### src/rtl/rv32i_decode_stage_if.sv
// Bus between fetch, the decode stage and its consumer.
//   in_valid/in_ready   : fetch -> decode handshake carrying in_instr/in_pc
//   out_valid/out_ready : decode -> consumer handshake carrying the decoded fields
// Modports:
//   slave  : the decode stage (takes the input side, drives the output side)
//   master : the environment (fetch plus consumer)
interface rv32i_decode_stage_if;
  logic        in_valid;
  logic        in_ready;
  logic [31:0] in_instr;
  logic [31:0] in_pc;
  logic        out_valid;
  logic        out_ready;
  logic [31:0] out_pc;
  logic [6:0]  out_opcode;
  logic [4:0]  out_rd;
  logic [4:0]  out_rs1;
  logic [4:0]  out_rs2;
  logic [2:0]  out_funct3;
  logic [6:0]  out_funct7;
  logic [31:0] out_imm;
  logic        out_rs1_used;
  logic        out_rs2_used;
  logic        out_rd_we;
  logic        out_illegal;

  modport slave (
    input  in_valid, in_instr, in_pc, out_ready,
    output in_ready, out_valid, out_pc, out_opcode, out_rd, out_rs1, out_rs2,
           out_funct3, out_funct7, out_imm, out_rs1_used, out_rs2_used,
           out_rd_we, out_illegal
  );

  modport master (
    output in_valid, in_instr, in_pc, out_ready,
    input  in_ready, out_valid, out_pc, out_opcode, out_rd, out_rs1, out_rs2,
           out_funct3, out_funct7, out_imm, out_rs1_used, out_rs2_used,
           out_rd_we, out_illegal
  );
endinterface

### src/rtl/rv32i_decode_stage.sv
// RV32I decode stage.
// Decodes a raw 32-bit instruction word into register indices, function
// fields, the sign-extended immediate and read/write usage flags, and flags
// encodings outside the supported RV32I subset. A main register plus one skid
// register give full throughput with a registered in_ready.
// Ports:
//   clk        rising-edge clock
//   rst_n      asynchronous active-low reset
//   flush      synchronous flush, drops both buffered entries and any same-cycle input
//   bus        rv32i_decode_stage_if.slave (input and output handshakes plus decoded fields)
//   ill_count  saturating count of illegal entries accepted at the input
module rv32i_decode_stage #(
  parameter int ILL_CNT_W = 16
) (
  input  logic                 clk,
  input  logic                 rst_n,
  input  logic                 flush,
  rv32i_decode_stage_if.slave  bus,
  output logic [ILL_CNT_W-1:0] ill_count
);

  localparam logic [6:0] OP_LUI   = 7'b0110111;
  localparam logic [6:0] OP_AUIPC = 7'b0010111;
  localparam logic [6:0] OP_JAL   = 7'b1101111;
  localparam logic [6:0] OP_JALR  = 7'b1100111;
  localparam logic [6:0] OP_BR    = 7'b1100011;
  localparam logic [6:0] OP_LOAD  = 7'b0000011;
  localparam logic [6:0] OP_STORE = 7'b0100011;
  localparam logic [6:0] OP_IMM   = 7'b0010011;
  localparam logic [6:0] OP_REG   = 7'b0110011;

  localparam logic [6:0] F7_BASE = 7'b0000000;
  localparam logic [6:0] F7_VAR  = 7'b0100000;

  typedef struct packed {
    logic [31:0] pc;
    logic [6:0]  opcode;
    logic [4:0]  rd;
    logic [4:0]  rs1;
    logic [4:0]  rs2;
    logic [2:0]  funct3;
    logic [6:0]  funct7;
    logic [31:0] imm;
    logic        rs1_used;
    logic        rs2_used;
    logic        rd_we;
    logic        illegal;
  } dec_t;

  dec_t                 dec_next;
  dec_t                 main_reg;
  dec_t                 skid_reg;
  logic                 main_valid_reg;
  logic                 skid_valid_reg;
  logic [ILL_CNT_W-1:0] ill_count_reg;

  logic [31:0] instr;
  logic [31:0] imm_i, imm_s, imm_b, imm_u, imm_j;
  logic [2:0]  f3;
  logic [6:0]  f7;
  logic        in_fire;
  logic        out_fire;

  assign instr = bus.in_instr;
  assign f3    = instr[14:12];
  assign f7    = instr[31:25];

  assign imm_i = {{20{instr[31]}}, instr[31:20]};
  assign imm_s = {{20{instr[31]}}, instr[31:25], instr[11:7]};
  assign imm_b = {{19{instr[31]}}, instr[31], instr[7], instr[30:25], instr[11:8], 1'b0};
  assign imm_u = {instr[31:12], 12'h000};
  assign imm_j = {{11{instr[31]}}, instr[31], instr[19:12], instr[20], instr[30:21], 1'b0};

  // Combinational decode of the word currently offered by fetch. Illegal
  // encodings keep imm and the usage flags at their zero defaults.
  always_comb begin
    dec_next          = '0;
    dec_next.pc       = bus.in_pc;
    dec_next.opcode   = instr[6:0];
    dec_next.rd       = instr[11:7];
    dec_next.rs1      = instr[19:15];
    dec_next.rs2      = instr[24:20];
    dec_next.funct3   = f3;
    dec_next.funct7   = f7;
    case (instr[6:0])
      OP_LUI, OP_AUIPC: begin
        dec_next.imm   = imm_u;
        dec_next.rd_we = 1'b1;
      end
      OP_JAL: begin
        dec_next.imm   = imm_j;
        dec_next.rd_we = 1'b1;
      end
      OP_JALR: begin
        if (f3 != 3'b000) begin
          dec_next.illegal = 1'b1;
        end else begin
          dec_next.imm      = imm_i;
          dec_next.rs1_used = 1'b1;
          dec_next.rd_we    = 1'b1;
        end
      end
      OP_BR: begin
        if (f3 == 3'b010 || f3 == 3'b011) begin
          dec_next.illegal = 1'b1;
        end else begin
          dec_next.imm      = imm_b;
          dec_next.rs1_used = 1'b1;
          dec_next.rs2_used = 1'b1;
        end
      end
      OP_LOAD: begin
        if (f3 == 3'b011 || f3 == 3'b110 || f3 == 3'b111) begin
          dec_next.illegal = 1'b1;
        end else begin
          dec_next.imm      = imm_i;
          dec_next.rs1_used = 1'b1;
          dec_next.rd_we    = 1'b1;
        end
      end
      OP_STORE: begin
        if (f3 > 3'b010) begin
          dec_next.illegal = 1'b1;
        end else begin
          dec_next.imm      = imm_s;
          dec_next.rs1_used = 1'b1;
          dec_next.rs2_used = 1'b1;
        end
      end
      OP_IMM: begin
        // Shift-immediates reuse the funct7 slot of the I immediate, so it
        // must hold a legal shift qualifier.
        if ((f3 == 3'b001 && f7 != F7_BASE) ||
            (f3 == 3'b101 && f7 != F7_BASE && f7 != F7_VAR)) begin
          dec_next.illegal = 1'b1;
        end else begin
          dec_next.imm      = imm_i;
          dec_next.rs1_used = 1'b1;
          dec_next.rd_we    = 1'b1;
        end
      end
      OP_REG: begin
        // The variant funct7 only exists for sub and sra.
        if ((f7 != F7_BASE && f7 != F7_VAR) ||
            (f7 == F7_VAR && f3 != 3'b000 && f3 != 3'b101)) begin
          dec_next.illegal = 1'b1;
        end else begin
          dec_next.rs1_used = 1'b1;
          dec_next.rs2_used = 1'b1;
          dec_next.rd_we    = 1'b1;
        end
      end
      default: dec_next.illegal = 1'b1;
    endcase
    if (instr[11:7] == 5'd0) begin
      dec_next.rd_we = 1'b0;
    end
  end

  // in_ready depends only on the skid flag, so it never combinationally
  // follows out_ready.
  assign in_fire  = bus.in_valid & ~skid_valid_reg;
  assign out_fire = main_valid_reg & bus.out_ready;

  always_ff @(posedge clk or negedge rst_n) begin
    if (!rst_n) begin
      main_valid_reg <= 1'b0;
      skid_valid_reg <= 1'b0;
      main_reg       <= '0;
      skid_reg       <= '0;
      ill_count_reg  <= '0;
    end else if (flush) begin
      main_valid_reg <= 1'b0;
      skid_valid_reg <= 1'b0;
    end else begin
      if (in_fire && (!main_valid_reg || out_fire)) begin
        // Skid is necessarily empty here, so the new entry is next in line.
        main_reg       <= dec_next;
        main_valid_reg <= 1'b1;
      end else if (in_fire) begin
        skid_reg       <= dec_next;
        skid_valid_reg <= 1'b1;
      end else if (out_fire) begin
        if (skid_valid_reg) begin
          main_reg       <= skid_reg;
          skid_valid_reg <= 1'b0;
        end else begin
          main_valid_reg <= 1'b0;
        end
      end
      if (in_fire && dec_next.illegal && ill_count_reg != '1) begin
        ill_count_reg <= ill_count_reg + ILL_CNT_W'(1);
      end
    end
  end

  assign bus.in_ready     = ~skid_valid_reg;
  assign bus.out_valid    = main_valid_reg;
  assign bus.out_pc       = main_reg.pc;
  assign bus.out_opcode   = main_reg.opcode;
  assign bus.out_rd       = main_reg.rd;
  assign bus.out_rs1      = main_reg.rs1;
  assign bus.out_rs2      = main_reg.rs2;
  assign bus.out_funct3   = main_reg.funct3;
  assign bus.out_funct7   = main_reg.funct7;
  assign bus.out_imm      = main_reg.imm;
  assign bus.out_rs1_used = main_reg.rs1_used;
  assign bus.out_rs2_used = main_reg.rs2_used;
  assign bus.out_rd_we    = main_reg.rd_we;
  assign bus.out_illegal  = main_reg.illegal;
  assign ill_count        = ill_count_reg;

endmodule

### src/flat_wrapper.sv
// flat-port wrapper written by rule: the top's interface ports become plain ports
module rv32i_decode_stage_flat 
#(
  parameter int ILL_CNT_W = 16
)
  (clk, rst_n, flush, ill_count, bus_in_valid, bus_in_instr, bus_in_pc, bus_out_ready, bus_in_ready, bus_out_valid, bus_out_pc, bus_out_opcode, bus_out_rd, bus_out_rs1, bus_out_rs2, bus_out_funct3, bus_out_funct7, bus_out_imm, bus_out_rs1_used, bus_out_rs2_used, bus_out_rd_we, bus_out_illegal);
  rv32i_decode_stage_if bus_i ();
  input  logic clk;
  input  logic rst_n;
  input  logic flush;
  output logic [ILL_CNT_W-1:0] ill_count;
  input wire logic [$bits(bus_i.in_valid)-1:0] bus_in_valid;
  input wire logic [$bits(bus_i.in_instr)-1:0] bus_in_instr;
  input wire logic [$bits(bus_i.in_pc)-1:0] bus_in_pc;
  input wire logic [$bits(bus_i.out_ready)-1:0] bus_out_ready;
  output wire logic [$bits(bus_i.in_ready)-1:0] bus_in_ready;
  output wire logic [$bits(bus_i.out_valid)-1:0] bus_out_valid;
  output wire logic [$bits(bus_i.out_pc)-1:0] bus_out_pc;
  output wire logic [$bits(bus_i.out_opcode)-1:0] bus_out_opcode;
  output wire logic [$bits(bus_i.out_rd)-1:0] bus_out_rd;
  output wire logic [$bits(bus_i.out_rs1)-1:0] bus_out_rs1;
  output wire logic [$bits(bus_i.out_rs2)-1:0] bus_out_rs2;
  output wire logic [$bits(bus_i.out_funct3)-1:0] bus_out_funct3;
  output wire logic [$bits(bus_i.out_funct7)-1:0] bus_out_funct7;
  output wire logic [$bits(bus_i.out_imm)-1:0] bus_out_imm;
  output wire logic [$bits(bus_i.out_rs1_used)-1:0] bus_out_rs1_used;
  output wire logic [$bits(bus_i.out_rs2_used)-1:0] bus_out_rs2_used;
  output wire logic [$bits(bus_i.out_rd_we)-1:0] bus_out_rd_we;
  output wire logic [$bits(bus_i.out_illegal)-1:0] bus_out_illegal;
  assign bus_i.in_valid = bus_in_valid;
  assign bus_i.in_instr = bus_in_instr;
  assign bus_i.in_pc = bus_in_pc;
  assign bus_i.out_ready = bus_out_ready;
  assign bus_in_ready = bus_i.in_ready;
  assign bus_out_valid = bus_i.out_valid;
  assign bus_out_pc = bus_i.out_pc;
  assign bus_out_opcode = bus_i.out_opcode;
  assign bus_out_rd = bus_i.out_rd;
  assign bus_out_rs1 = bus_i.out_rs1;
  assign bus_out_rs2 = bus_i.out_rs2;
  assign bus_out_funct3 = bus_i.out_funct3;
  assign bus_out_funct7 = bus_i.out_funct7;
  assign bus_out_imm = bus_i.out_imm;
  assign bus_out_rs1_used = bus_i.out_rs1_used;
  assign bus_out_rs2_used = bus_i.out_rs2_used;
  assign bus_out_rd_we = bus_i.out_rd_we;
  assign bus_out_illegal = bus_i.out_illegal;
  rv32i_decode_stage #(.ILL_CNT_W(ILL_CNT_W)) u_core (.clk(clk), .rst_n(rst_n), .flush(flush), .bus(bus_i), .ill_count(ill_count));
endmodule
### config.mk
export PLATFORM = sky130hd
export DESIGN_NAME = rv32i_decode_stage_flat
export DESIGN_NICKNAME = d
export VERILOG_FILES = /design/src/rtl/rv32i_decode_stage_if.sv /design/src/rtl/rv32i_decode_stage.sv /design/src/flat_wrapper.sv
export SDC_FILE = /design/constraint.sdc
export NUM_CORES = 1
export LEC_CHECK = 0
export ABC_CLOCK_PERIOD_IN_PS = 1800
export BUFFER_PORTS_ARGS = -buffer_cell sky130_fd_sc_hd__buf_2
export CAP_MARGIN = 0
export CORE_MARGIN = 2
export CORE_UTILIZATION = 30
export DETAILED_ROUTE_END_ITERATION = 7
export PLACE_DENSITY = 0.5
export SKIP_LAST_GASP = 1
export SYNTH_ARGS = -nofsm -noshare
export SYNTH_HDL_FRONTEND = slang
export SYNTH_SLANG_ARGS = --single-unit
export TNS_END_PERCENT = 10
### constraint.sdc
create_clock -name clk -period 1.8 [get_ports clk]
set_input_delay 0.09 -clock clk [delete_from_list [all_inputs] [get_ports clk]]
set_output_delay 0.09 -clock clk [all_outputs]
set_load 0.02 [all_outputs]
# After elaboration in Yosys (flattened, before gate mapping)
# Cells that the tools add are included.
# word_totals
register_bits,218
input_bits,69
output_inout_bits,118
elab_cells,121
# op_classes
n_addsub,1
magnitude_cmp,1
eq_ne,23
mux,34
bitwise_logic,5
reduce_logical,30
# op_table
cell,n
100-bit 2-to-1 mux,4
32-bit case mux with 7 select lines,1
33-bit 2-to-1 mux,3
34-bit 2-to-1 mux,2
"7-bit by 6-bit equality test with 1-bit output, second input constant",4
"7-bit equality test, second input constant",3
1-bit 2-to-1 mux,19
"16-bit by 1-bit adder with 16-bit output, second input constant",1
"16-bit inequality test, second input constant",1
"7-bit by 5-bit equality test with 1-bit output, second input constant",2
"3-bit equality test, second input constant",3
1-bit logical AND,9
"3-bit inequality test, second input constant",3
3-bit nonzero test,3
"7-bit by 2-bit equality test with 1-bit output, second input constant",1
"7-bit by 6-bit inequality test with 1-bit output, second input constant",1
1-bit case mux with 7 select lines,1
7-bit nonzero test,1
"3-bit by 2-bit equality test with 1-bit output, second input constant",2
1-bit logical OR,6
1-bit case mux with 6 select lines,1
3-bit AND reduction,2
5-bit logical NOT,1
1-bit case mux with 5 select lines,1
13 further kinds,19

# Logic depth before layout (Yosys ltp)
# depth
depth_word,9
depth_mapped,8
ltp_nobuf,7

# Worst setup path before layout
# No wires, ideal clock.
# synth_path
path_type,register -> register
from,"register u_core.main_valid_reg, in the netlist u_core.bus.out_valid"
to,register u_core.main_reg (netlist bit u_core.bus.out_funct3[0])
setup_ps,82
t_arrival_ps,1900
required_time_ps,1718
slack_ps,-182
stages_incl_launch_ff,8
path_buffers,3
synth_period_minus_slack_ps,1982
path_cell_list,dfrtp_1 -> nor2b_1 -> or2_2 -> clkbuf_1 -> clkbuf_1 -> clkbuf_1 -> nand2_1 -> a31oi_1
# synth_between
elab_chain_len,5
word_cells_on_any_way,9
cone_classes,eq/ne (1); mux (1); bitwise (1); reduce/logical (6)
# synth_lines
element,line_no,text
start: declaration,rv32i_decode_stage.sv:53,logic main_valid_reg;
start signal: assignment,rv32i_decode_stage.sv:167,main_valid_reg <= 1'b0;
start signal: assignment,rv32i_decode_stage.sv:173,main_valid_reg <= 1'b0;
start signal: assignment,rv32i_decode_stage.sv:179,main_valid_reg <= 1'b1;
1-bit AND / 1-bit logical NOT (equally long branches),"rv32i_decode_stage.sv:163, rv32i_decode_stage.sv:176",
1-bit logical OR,rv32i_decode_stage.sv:176,if (in_fire && (!main_valid_reg || out_fire)) begin
1-bit logical AND,rv32i_decode_stage.sv:176,
2-bit inequality test (no source line) / 2-bit nonzero test (equally long branches),--,
4-bit AND reduction (no source line),--,
end signal: assignment,rv32i_decode_stage.sv:178,main_reg <= dec_next;
end signal: assignment,rv32i_decode_stage.sv:185,main_reg <= skid_reg;
end: declaration,rv32i_decode_stage.sv:51,dec_t main_reg;
# Several ways; a longest one is shown, not always the timed one.
# A chain may end at the register's enable or synchronous reset.

# Final worst setup path
# layout_path
from,register u_core.skid_valid_reg
to,register u_core.main_reg (netlist bit u_core.bus.out_funct7[2])
# layout_between
elab_chain_len,5
word_cells_on_any_way,8
cone_classes,eq/ne (1); mux (1); bitwise (2); reduce/logical (4)
# layout_lines
element,line_no,text
start: declaration,rv32i_decode_stage.sv:54,logic skid_valid_reg;
start signal: assignment,rv32i_decode_stage.sv:168,skid_valid_reg <= 1'b0;
start signal: assignment,rv32i_decode_stage.sv:174,skid_valid_reg <= 1'b0;
start signal: assignment,rv32i_decode_stage.sv:182,skid_valid_reg <= 1'b1;
1-bit inverter,rv32i_decode_stage.sv:162,assign in_fire = bus.in_valid & ~skid_valid_reg;
1-bit AND,rv32i_decode_stage.sv:162,
1-bit logical AND,rv32i_decode_stage.sv:176,
2-bit inequality test (no source line) / 2-bit nonzero test (equally long branches),--,
4-bit AND reduction (no source line),--,
# Several ways; a longest one is shown, not always the timed one.

==> metrics.cfg <==
[sta]
worst_pin_slew_ps=512
fin_skew_ps=10.9
setup_viol=1
period_share=1.00
fin_crit_ps=1810
layout_setup_ws_ps=-5.62
tns_ps=-5.62
rsz0062_at_grt=yes
final_hold_viol_count=0
slew_viol_final=0
fmaxAchievable_mhz=554
slew_headroom=0.655

[global_routing]
grt_max_degree=57
grt_pass1_wl_mm=49.8
grt.total_usage=0.188
grt_pass1_vias=8531
grt_overflow_total=0
antenna_found_initial=2

[final_layout]
multi_input_area_sq_mm=0.00408
fill_cells=3198
area_growth_pct=42.6
ff_latch_area_sq_mm=0.00546
fin_cells=1879
drive_above_1_share=0.268
largest_reg_flops=100
nNetsFinal=1488
fin_util=0.431

[yosys]
synth_compound_area_frac=0.140
yosys.area_share.simple=0.250
ys.flop_type=dfrtp_1
synth.distinct_cells=59
synth_edf_count=0
yosysSeqAreaShare=0.559
synth_top_family_by_area=simple AND/OR/NAND/NOR gates
avgSynthCellArea_sq_um=8.95
syn-cell-area_sq_mm=0.00976
ys_warn_count=0
synth.area.mux_share=0.00462
synth-async-reset-ratio=1.00
postSynthNetCount=1160
yosys.area_share.adder=0.00128
synth_xor_area_frac=0.0117
ys_ff_latch=218
syn_inst=1090

[route]
avgRoutedWirePerCell_um=18.2
via_per_inst=4.86
ant_nets=0
drtIter0Drc=613
dr.pass1.iters=5
drcViolationCount=0
drt-total-wl_mm=34.3
vias=9127

[floorplanning]
io_pins=187
initial_core_util=0.302
die_area_sq_mm=0.0340
die_h_um=184
die_w_um=184
row_count=66
coreArea_sq_mm=0.0323

[clock_network]
htree_levels=1
clockRootBuffer=clkbuf_16
clk_latency_ps=530
cts_tree=built
cts_buffers=26
cts.sinks=218
cts_buffer_depth=3
clk_pin_slew_ps=60

[critical_path]
cp.required_ps=2250
endpoint_kind=flop
cp.arrival_ps=2250
start_kind=flop
critPathMaxFanout=10
critPathKind=flop to flop

[placement]
dp_hpwl_mm=21.7
gp_congestion=0.862
port_buffers=186
place_inst=1746

[power]
pwr_density_cell_mw_per_mm2=1100
power.total_w=0.0153
ir_worst_vdd_uv=574
power_leakage_nw=6.62

[status]
violations=negative setup slack
status=complete, but fails checks

[flow_run]
maxCapViolCount=0

[worst_hold_path]
hp-class=input port to flop

[logic make-up (layout without fill, tap and decap cells)]
group	Yosys count	after routing
compound gates	201	201
xor+xnor	13	13
buf+inv	81	426
flops	218	218
fa+ha+maj	1	1
simple gates	572	572
other cells	0	2
mux	4	4
[layer usage]
metal / track usage / share of wire / vias to the layer above
met1: 0.261 / 0.45 / 4501
met4: 0.0490 / 0.020 / 0
met5: 0 / 0 / -
met3: 0.0360 / 0.050 / 42
met2: 0.300 / 0.48 / 210
li1: - / - / 4374
[power breakdown]
group	internal [W]	switching [W]	total, W
clock	0.00301	0.00207	0.00507
combinational	0.00150	0.00228	0.00378
sequential	0.00590	0.000550	0.00645
[final timing paths]
| check | startpoint | to | slack (ps) | depth (start not counted) |
|---|---|---|---|---|
| max in group asynchronous | rst_n | u_core.bus.out_funct7[0] | 1070 | 3 |
| worst max register to register | u_core.skid_valid_reg | u_core.bus.out_funct7[2] | -6 | 10 |
| min in group asynchronous | rst_n | u_core.ill_count[14] | 50 | 2 |
| worst max-delay path | u_core.skid_valid_reg | u_core.bus.out_funct7[2] | -6 | 10 |
| worst min-delay path | bus_in_instr[14] | u_core.bus.out_funct3[2] | 30 | 4 |
| worst min register to register | u_core.skid_reg[70] | u_core.skid_reg[70] | 470 | 2 |
[worst max-delay path, cell delays in order (launching register included)]
cell and delay [ps]:
dfrtp_1 380, inv_2 70, nand2_2 80, buf_4 170, a211oi_4 270, buf_12 160, buf_6 130, buf_12 120
clkbuf_16 160, nor2_1 40, a31oi_1 140
[final cells by class]
| class | instances | area share |
|---|---|---|
| Clock buffer | 40 | 0.0571 |
| Antenna cell | 2 | 0.000360 |
| Inverter | 5 | 0.00135 |
| Tap cell | 442 | 0.0398 |
| Clock inverter | 5 | 0.00180 |
| Sequential cell | 218 | 0.392 |
| Multi-Input combinational cell | 791 | 0.293 |
| Timing Repair Buffer | 376 | 0.214 |
[cell usage after synthesis, types with 2 or more instances]
| cell type | count | area, sq um |
|---|---|---|
| a311oi_1 | 2 | 17.5 |
| buf_4 | 2 | 15.0 |
| nand3b_1 | 3 | 22.5 |
| buf_2 | 9 | 45.0 |
| nor2b_1 | 2 | 12.5 |
| a21o_1 | 3 | 22.5 |
| o31ai_1 | 3 | 22.5 |
| a21oi_1 | 28 | 140 |
| xor2_1 | 7 | 61.3 |
| nand2_1 | 375 | 1410 |
| and4_1 | 4 | 35.0 |
| a221oi_1 | 11 | 96.3 |
| a211oi_2 | 2 | 25.0 |
| a22o_1 | 6 | 52.6 |
| nand4_1 | 3 | 18.8 |
| and3b_1 | 2 | 17.5 |
| nand4b_1 | 3 | 26.3 |
| a211oi_1 | 2 | 15.0 |
| clkbuf_1 | 60 | 225 |
| buf_1 | 5 | 18.8 |
| or3_1 | 13 | 81.3 |
| nor4_1 | 3 | 18.8 |
| a221o_1 | 7 | 70.1 |
| or2_2 | 3 | 18.8 |
| inv_1 | 4 | 15.0 |
| o21ai_0 | 31 | 155 |
| nand2b_1 | 7 | 43.8 |
| o2bb2ai_1 | 11 | 96.3 |
| nor2_1 | 105 | 394 |
| a31oi_1 | 74 | 463 |
| dfrtp_1 | 218 | 5460 |
| and3_1 | 13 | 81.3 |
| xnor2_1 | 6 | 52.6 |
| o211ai_1 | 11 | 82.6 |
| mux2_2 | 4 | 45.0 |
| and2_1 | 5 | 31.3 |
| nor3_1 | 9 | 45.0 |
| nand3_1 | 13 | 65.1 |
[cell usage in the layout (no fill, tap or decap), types with 18 or more instances in the layout]
cell	count
o21ai_0	31
buf_12	18
a21oi_1	28
buf_4	88
nand2_1	372
dlygate4sd3_1	70
clkbuf_16	35
nor2_1	100
dfrtp_1	217
a31oi_1	74
buf_2	185
[stage by stage]
stage | setup slack, ps | hold WS, ps | cell area, sq um
finish | -5.62 | 30.7 | 13900
global route | -78.6 | 30.6 | 13900
CTS | -31.2 | 6.71 | 13600
detailed placement | -721 | 5.61 | 11900
global placement | -664 | 4.81 | 11900
floorplan | -65.1 | -206 | 9800
[timing repair]
item,4_1_cts,5_1_grt
hold buffers,70,0
gates cloned,1,10
pin swaps,1,3
resized for setup,12,17
hold endpoints to repair,380,0
setup endpoints to repair,143,184
setup buffers,1,4
Note: power is estimated with default switching activity, not from simulation.
